===== src/rtl/tdm_demux8.sv =====
`default_nettype none
// ============================================================================
//  Module   : tdm_demux8
//  Purpose  : Receive side of an 8-slot TDM link. Serial slot beats in,
//             frame committed to eight parallel words at once. Defining
//             TDM_PARITY_EN adds a 9th even-parity beat to every frame.
//  Revision : 1.0  initial release
// ============================================================================
module tdm_demux8 #(
    parameter int WIDTH = 4
) (
    input  logic               clk,
    input  logic               rst_n,
    input  logic               in_valid,
    input  logic               in_sync,
    input  logic [WIDTH-1:0]   in_data,
    output logic [8*WIDTH-1:0] y_bus,
    output logic               frame_valid,
    output logic               sync_err,
`ifdef TDM_PARITY_EN
    output logic               par_err,
`endif
    output logic               busy
);

`ifdef TDM_PARITY_EN
    localparam int CNT_W    = 4;
    localparam int N_SHADOW = 8;
`else
    localparam int CNT_W    = 3;
    localparam int N_SHADOW = 7;
`endif
    // Index of the beat that closes a frame: data slot 7, or the parity beat.
    localparam logic [CNT_W-1:0] C_LAST = CNT_W'(N_SHADOW);

    typedef enum logic [0:0] {
        HUNT = 1'b0,
        RECV = 1'b1
    } state_t;

    state_t                          state_q, state_d;
    logic [CNT_W-1:0]                slot_cnt_q, slot_cnt_d;
    logic [N_SHADOW-1:0][WIDTH-1:0]  shadow_q, shadow_d;
    logic [8*WIDTH-1:0]              y_bus_q, y_bus_d;
    logic                            frame_valid_q, frame_valid_d;
    logic                            sync_err_q, sync_err_d;
    logic                            busy_q, busy_d;
`ifdef TDM_PARITY_EN
    logic                            par_err_q, par_err_d;
`endif

    always_comb begin
        state_d       = state_q;
        slot_cnt_d    = slot_cnt_q;
        shadow_d      = shadow_q;
        y_bus_d       = y_bus_q;
        frame_valid_d = 1'b0;
        sync_err_d    = 1'b0;
`ifdef TDM_PARITY_EN
        par_err_d     = 1'b0;
`endif
        if (in_valid) begin
            if (in_sync) begin
                // A sync beat always restarts the frame; mid-frame it also flags an error.
                if (state_q == RECV && slot_cnt_q != '0) begin
                    sync_err_d = 1'b1;
                end
                shadow_d[0] = in_data;
                slot_cnt_d  = CNT_W'(1);
                state_d     = RECV;
            end else if (state_q == RECV) begin
                if (slot_cnt_q == '0) begin
                    sync_err_d = 1'b1;
                    state_d    = HUNT;
                end else if (slot_cnt_q == C_LAST) begin
                    slot_cnt_d = '0;
`ifdef TDM_PARITY_EN
                    if ((^shadow_q) == in_data[0]) begin
                        y_bus_d       = shadow_q;
                        frame_valid_d = 1'b1;
                    end else begin
                        par_err_d = 1'b1;
                    end
`else
                    y_bus_d       = {in_data, shadow_q};
                    frame_valid_d = 1'b1;
`endif
                end else begin
                    for (int k = 1; k < N_SHADOW; k++) begin
                        if (slot_cnt_q == CNT_W'(k)) begin
                            shadow_d[k] = in_data;
                        end
                    end
                    slot_cnt_d = slot_cnt_q + CNT_W'(1);
                end
            end
        end
        busy_d = (slot_cnt_d != '0);
    end

    always_ff @(posedge clk) begin
        if (!rst_n) begin
            state_q       <= HUNT;
            slot_cnt_q    <= '0;
            shadow_q      <= '0;
            y_bus_q       <= '0;
            frame_valid_q <= 1'b0;
            sync_err_q    <= 1'b0;
            busy_q        <= 1'b0;
`ifdef TDM_PARITY_EN
            par_err_q     <= 1'b0;
`endif
        end else begin
            state_q       <= state_d;
            slot_cnt_q    <= slot_cnt_d;
            shadow_q      <= shadow_d;
            y_bus_q       <= y_bus_d;
            frame_valid_q <= frame_valid_d;
            sync_err_q    <= sync_err_d;
            busy_q        <= busy_d;
`ifdef TDM_PARITY_EN
            par_err_q     <= par_err_d;
`endif
        end
    end

    assign y_bus       = y_bus_q;
    assign frame_valid = frame_valid_q;
    assign sync_err    = sync_err_q;
    assign busy        = busy_q;
`ifdef TDM_PARITY_EN
    assign par_err     = par_err_q;
`endif

endmodule
`default_nettype wire


===== config.mk =====
export PLATFORM = sky130hd
export DESIGN_NAME = tdm_demux8
export DESIGN_NICKNAME = d
export VERILOG_FILES = /design/src/rtl/tdm_demux8.sv
export SDC_FILE = /design/constraint.sdc
export NUM_CORES = 1
export LEC_CHECK = 0
export CAP_MARGIN = 20
export CELL_PAD_IN_SITES_DETAIL_PLACEMENT = 1
export CELL_PAD_IN_SITES_GLOBAL_PLACEMENT = 1
export CORE_UTILIZATION = 40
export DETAILED_ROUTE_END_ITERATION = 6
export PLACE_DENSITY = 0.76
export RECOVER_POWER = 100
export SYNTH_ARGS = -nofsm -noshare
export SYNTH_HDL_FRONTEND = slang
export SYNTH_SLANG_ARGS = --single-unit

===== constraint.sdc =====
create_clock -name clk -period 1.7 [get_ports clk]
set_input_delay 0.34 -clock clk [delete_from_list [all_inputs] [get_ports clk]]
set_output_delay 0.34 -clock clk [all_outputs]
set_load 0.01 [all_outputs]

== Word level (Yosys, flattened, before mapping) ==
Cells that the tools add are included.

* Divide/modulo/power cells: 0
* $mul: 0
* Order comparisons: 0
* Shift operators: 0
* Multiplexer cells: 13
* Add/sub/neg operators: 1
* Reduce and logical (&&, ||, !) cells: 14
* Bitwise logic cells: 6
* Equality and inequality tests: 7

{| class="wikitable"
|+ Operator list
! operator !! count
|-
| 6-bit AND reduction || 6
|-
| 3-bit 2-to-1 mux || 5
|-
| 3-bit == test, second input constant || 4
|-
| 1-bit 2-to-1 mux || 8
|-
| 3-bit by 2-bit == test with 1-bit output, second input constant || 2
|-
| 1-bit NOT || 6
|-
| 3-bit nonzero test || 2
|-
| 5-bit AND reduction || 1
|-
| 5-bit OR reduction || 1
|-
| 2-bit AND reduction || 2
|-
| 3-bit by 1-bit adder with 3-bit output, second input constant || 1
|-
| 3-bit by 1-bit == test with 1-bit output, second input constant || 1
|-
| 3-bit zero test || 1
|-
| 1-bit logical AND || 1
|}

* Bits in read-only memories: 0
* RAM bits: 0
* Bits in latches: 0
* Memories kept: 0
* Flip-flop bits (word level): 67

== Logic depth before layout (Yosys ltp) ==
* Depth in word-level cells: 7
* Depth in mapped cells: 7
* Mapped depth without buffers: 5

== Least setup slack after synthesis ==
No wires, ideal clock.

* Path kind: register -> register
* From: register slot_cnt_q[0]
* To: register y_bus_q[28], in the netlist y_bus[28]
* Slack: 0.301 ns
* Arrival: 1.275 ns
* Cell stages (with the launch flop): 8
* Path buffers: 2
* Setup time: 0.124 ns
* Period minus slack after synthesis: 1.399 ns
* Cell sequence: dfxtp_1 > inv_1 > ha_1 > nand2b_2 > nand3_2 > buf_6 > buf_6 > mux2i_1

* Longest elaborated chain between the ends: 3
* Elaborated cells on any way between the ends: 4

{| class="wikitable"
|+ RTL lines
! element !! RTL line !! RTL
|-
| from (decl) || 42 || <nowiki>logic [CNT_W-1:0] slot_cnt_q, slot_cnt_d;</nowiki>
|-
| from (signal assigned) || 115 || <nowiki>slot_cnt_q <= slot_cnt_d;</nowiki>
|-
| 3-bit zero test || 72 || <nowiki>if (slot_cnt_q == '0) begin</nowiki>
|-
| 1-bit NOT (no line) || - ||
|-
| 5-bit AND reduction (no line) (*) || - ||
|-
| to (signal assigned) || 117 || <nowiki>y_bus_q <= y_bus_d;</nowiki>
|-
| to (decl) || 44 || <nowiki>logic [8*WIDTH-1:0] y_bus_q, y_bus_d;</nowiki>
|}

Mark *: on every way between the ends. The rest lies on a longest branch, timed or not.
A chain may end at the register's enable or synchronous reset.

== Final worst setup path ==
* From: input in_valid
* To: register busy_q, in the netlist busy

* Longest elaborated chain between the ends: 2

{| class="wikitable"
|+ RTL lines
! element !! RTL line !! RTL
|-
| from (decl) || 14 || <nowiki>input logic in_valid,</nowiki>
|-
| 3-bit 2-to-1 mux || 62 || <nowiki>if (in_valid) begin</nowiki>
|-
| 3-bit nonzero test || 98 || <nowiki>busy_d = (slot_cnt_d != '0);</nowiki>
|-
| to (signal assigned) || 120 || <nowiki>busy_q <= busy_d;</nowiki>
|-
| to (decl) || 47 || <nowiki>logic busy_q, busy_d;</nowiki>
|}

Every way passes these cells.

==> metrics.md <==
| Metric | Value |
|---|---|
| Worst Hold Class | `flip-flop to flip-flop` |
| Netlist cell types | `29` |
| R2r setup slk | `0.11 ns` |
| Post-Route Setup TNS | `0 ns` |
| WS Path Type | `input pin to flip-flop` |
| Dominant cell type by area after synthesis | `dfxtp_1` |
| Leakage | `0.00167 µW` |
| CORE AREA | `0.00606 mm²` |
| Largest net degree at the start of global routing | `24` |
| Crit path cell chain | `dlygate4sd3_1 > clkbuf_1 > and2_0 > a311oi_1 > o311ai_1` |
| Total track usage | `18.8%` |
| Area growth syn-to-layout | `29.9%` |
| Worst R2R End | `busy$_SDFF_PN0_` |
| Critical path's top delay family | `buffers and inverters` |
| Clock Power Share | `43.1%` |
| Share of layout cells above drive strength 1 | `10.1%` |
| Final core occ | `55.3%` |
| Routed WL | `5780 µm` |
| CP Max Fanout | `3` |
| Synthesized Nets | `272` |
| Vias in the first global route | `1889` |
| # port buffers | `42` |
| Max Used Layer | `met4` |
| Routed WL per cell | `14.7 µm` |
| WL met2 | `2840 µm` |
| Mapped Cells | `258` |
| NetSw | `651 µW` |
| M1 wire length | `2660 µm` |
| Drt via density | `4.94` |
| Clock transition at path regs | `0.07 ns` |
| Sequential share of power | `52.4%` |
| Clock root cell | `clkbuf_8` |
| RSZ-0062 raised after global routing | `no` |
| Combinational power share | `4.5%` |
| Commonest register cell after synthesis | `dfxtp_1` |
| First-pass GRT wire length | `9200 µm` |
| # clock sinks | `67` |
| Top post-synthesis cells by area | `dfxtp_1 (52%), mux2i_1 (22%), nand2_1 (11%), ha_1 (2.9%), buf_6 (1.7%)` |
| Chip width | `82.3 µm` |
| Vias | `1937` |
| Final period util | `95.1%` |
| Site row count | `28` |
| Routed length on met3 | `220 µm` |
| Warning count from the yosys run | `0` |
| Starting density of the core | `42.6%` |
| Gpl congestion | `0.826` |
| Filler cells | `700` |
| Ys async rst share | `0%` |
| Slew Viols, Final | `0` |
| Most common cell in the netlist | `nand2_1` |
| Dpl hpwl | `4060 µm` |
| Hold Crit Depth | `2` |
| Design Power | `3030 µW` |
| Fmax | `619 MHz` |
| Worst slew pin tran | `0.417 ns` |
| DRT Pass-1 Iters | `4` |
| Worst hold margin | `0.454 ns` |
| N_diodes | `0` |
| Max-cap viol count | `0` |
| H-tree levels | `3` |
| CTS Buffer Depth | `2` |
| CTS tree | `yes` |
| Synth top area share | `52.0%` |
| Rel. slew slack | `72.0%` |
| Hold Crit Endpoint | `y_bus[4]$_SDFFE_PN0P_` |
| R2R depth | `5` |
| Antenna Violating Nets Remaining | `0` |
| Final hold vios | `0` |
| WP data arrival | `1.81 ns` |
| EDFF count, synth | `0` |
| Hold_sp | `y_bus[4]$_SDFFE_PN0P_` |
| Critical Path Max Stage Delay | `0.57 ns` |
| Worst skew pair latency | `0.33 ns` |
| Buf+Inv Stages, Crit Path | `2` |
| VDD IR-drop max | `0.000693 V` |
| Internal power | `2380 µW` |
| Final setup violation count | `0` |
| CP max stage cell | `dlygate4sd3_1` |
| Synthesized area | `0.00258 mm²` |
| IO Pins | `43` |
| # DRC | `0` |
| CP startpoint kind | `input pin` |
| PwrDens | `905 mW/mm²` |
| Post-synthesis sequential area ratio | `52.0%` |
| Layout Skew | `0.00555 ns` |
| Total gr overflow | `0` |
| Syn Area/Cell | `10.0 µm²` |
| WP depth | `5` |
| CP endpoint kind | `flip-flop` |
| CP Data Required Time | `1.90 ns` |
| Detailed Route Iter0 Violations | `48` |
| Nets | `327` |
| Design area | `0.00335 mm²` |
| Yosys reg bits | `67` |
| Post-CTS Setup Bufs | `0` |
| Cts bufs inserted | `9` |
| Hold buffers post-CTS | `0` |
| Commonest cells in the netlist | `nand2_1 (75), dfxtp_1 (67), mux2i_1 (56)` |
| Die Height | `82.3 µm` |
| Period minus WS final | `1.62 ns` |
| Switching fraction of total power | `21.5%` |
| Outcome | `complete, no violations` |
| Initial antenna violation count | `0` |
| Crit Reg-Reg Startpoint | `slot_cnt_q[0]$_SDFF_PN0_` |
| Post-CTS Resized | `0` |
| Dpl cell area | `0.00317 mm²` |
| Die Area | `0.00677 mm²` |
-- routing by layer --
layer	GRT usage [%]	up-vias
met1	22.2	920
met5	0	-
met2	31.7	38
met3	6.92	6
met4	5.96	0
li1	-	973
-- area by class of cell --
type | instances | area (µm²) | share of cell area (%)
inverters | 7 | 26.3 | 0.784
well taps | 75 | 93.8 | 2.80
flip-flops and latches | 67 | 1340 | 40.1
multi-input cells | 170 | 1130 | 33.7
clock inverters | 2 | 35.0 | 1.05
clock buffers | 13 | 159 | 4.74
repair buffers | 58 | 566 | 16.9
-- logic make-up after synthesis --
family                     Yosys count  share of synthesized area [%]
AOI/OAI and AO/OA                   11                           2.72
xor gates and xnor gates             1                          0.340
adders and majority gates            6                           2.91
buffers and inverters               21                           4.46
DFF                                 67                           52.0
muxes                               56                           21.7
and+or+nand+nor                     96                           15.9
-- per-stage QoR --
step,std cells,worst slack [ns]
5_1_grt,392,0.0249
6_report,392,0.0836
3_5_place_dp,377,-0.207
2_1_floorplan,258,0.301
3_3_place_gp,377,-0.139
4_1_cts,392,0.0615
-- layout by cell type, fill, tap and decap left out, types with 5 or more instances in the layout --
cell type and count:
clkbuf_8 11, nand3_1 6, ha_1 6, a21oi_1 5
clkdlybuf4s50_1 15, mux2i_1 56, dfxtp_1 66, inv_1 6
dlygate4sd3_1 26, nand2_1 75, buf_4 10
-- worst max-delay path by stage --
stage,from,to
finish,in_valid,busy$_SDFF_PN0_
global route,slot_cnt_q[0]$_SDFF_PN0_,busy$_SDFF_PN0_
CTS,slot_cnt_q[0]$_SDFF_PN0_,busy$_SDFF_PN0_
detailed placement,in_sync,shadow_q[22]$_SDFFE_PN0P_
global placement,in_sync,shadow_q[21]$_SDFFE_PN0P_
floorplan,slot_cnt_q[0]$_SDFF_PN0_,y_bus[28]$_SDFFE_PN0P_
-- tightest hold or removal path, delay by kind of cell (launching register included) --
kind,cells,cell delay (ns)
simple gates,1,0.05
flops,1,0.30
mux,1,0.05
-- state kept, by name, summed over array words and instances (netlist names) --
register / flops
slot_cnt_q: 3
frame_valid: 1
busy: 1
state_q: 1
sync_err: 1
y_bus: 32
shadow_q: 28
-- power groups by stage --
stage / Sequential [µW] / Combinational, µW / Clock (µW)
after floorplan: 1620 / 70.9 / 0
after global placement: 1620 / 137 / 0
after detailed placement: 1620 / 139 / 0
after CTS: 1590 / 141 / 1340
after global routing: 1590 / 150 / 1400
final: 1590 / 137 / 1310
No activity file was read; power rests on OpenSTA's default activity.
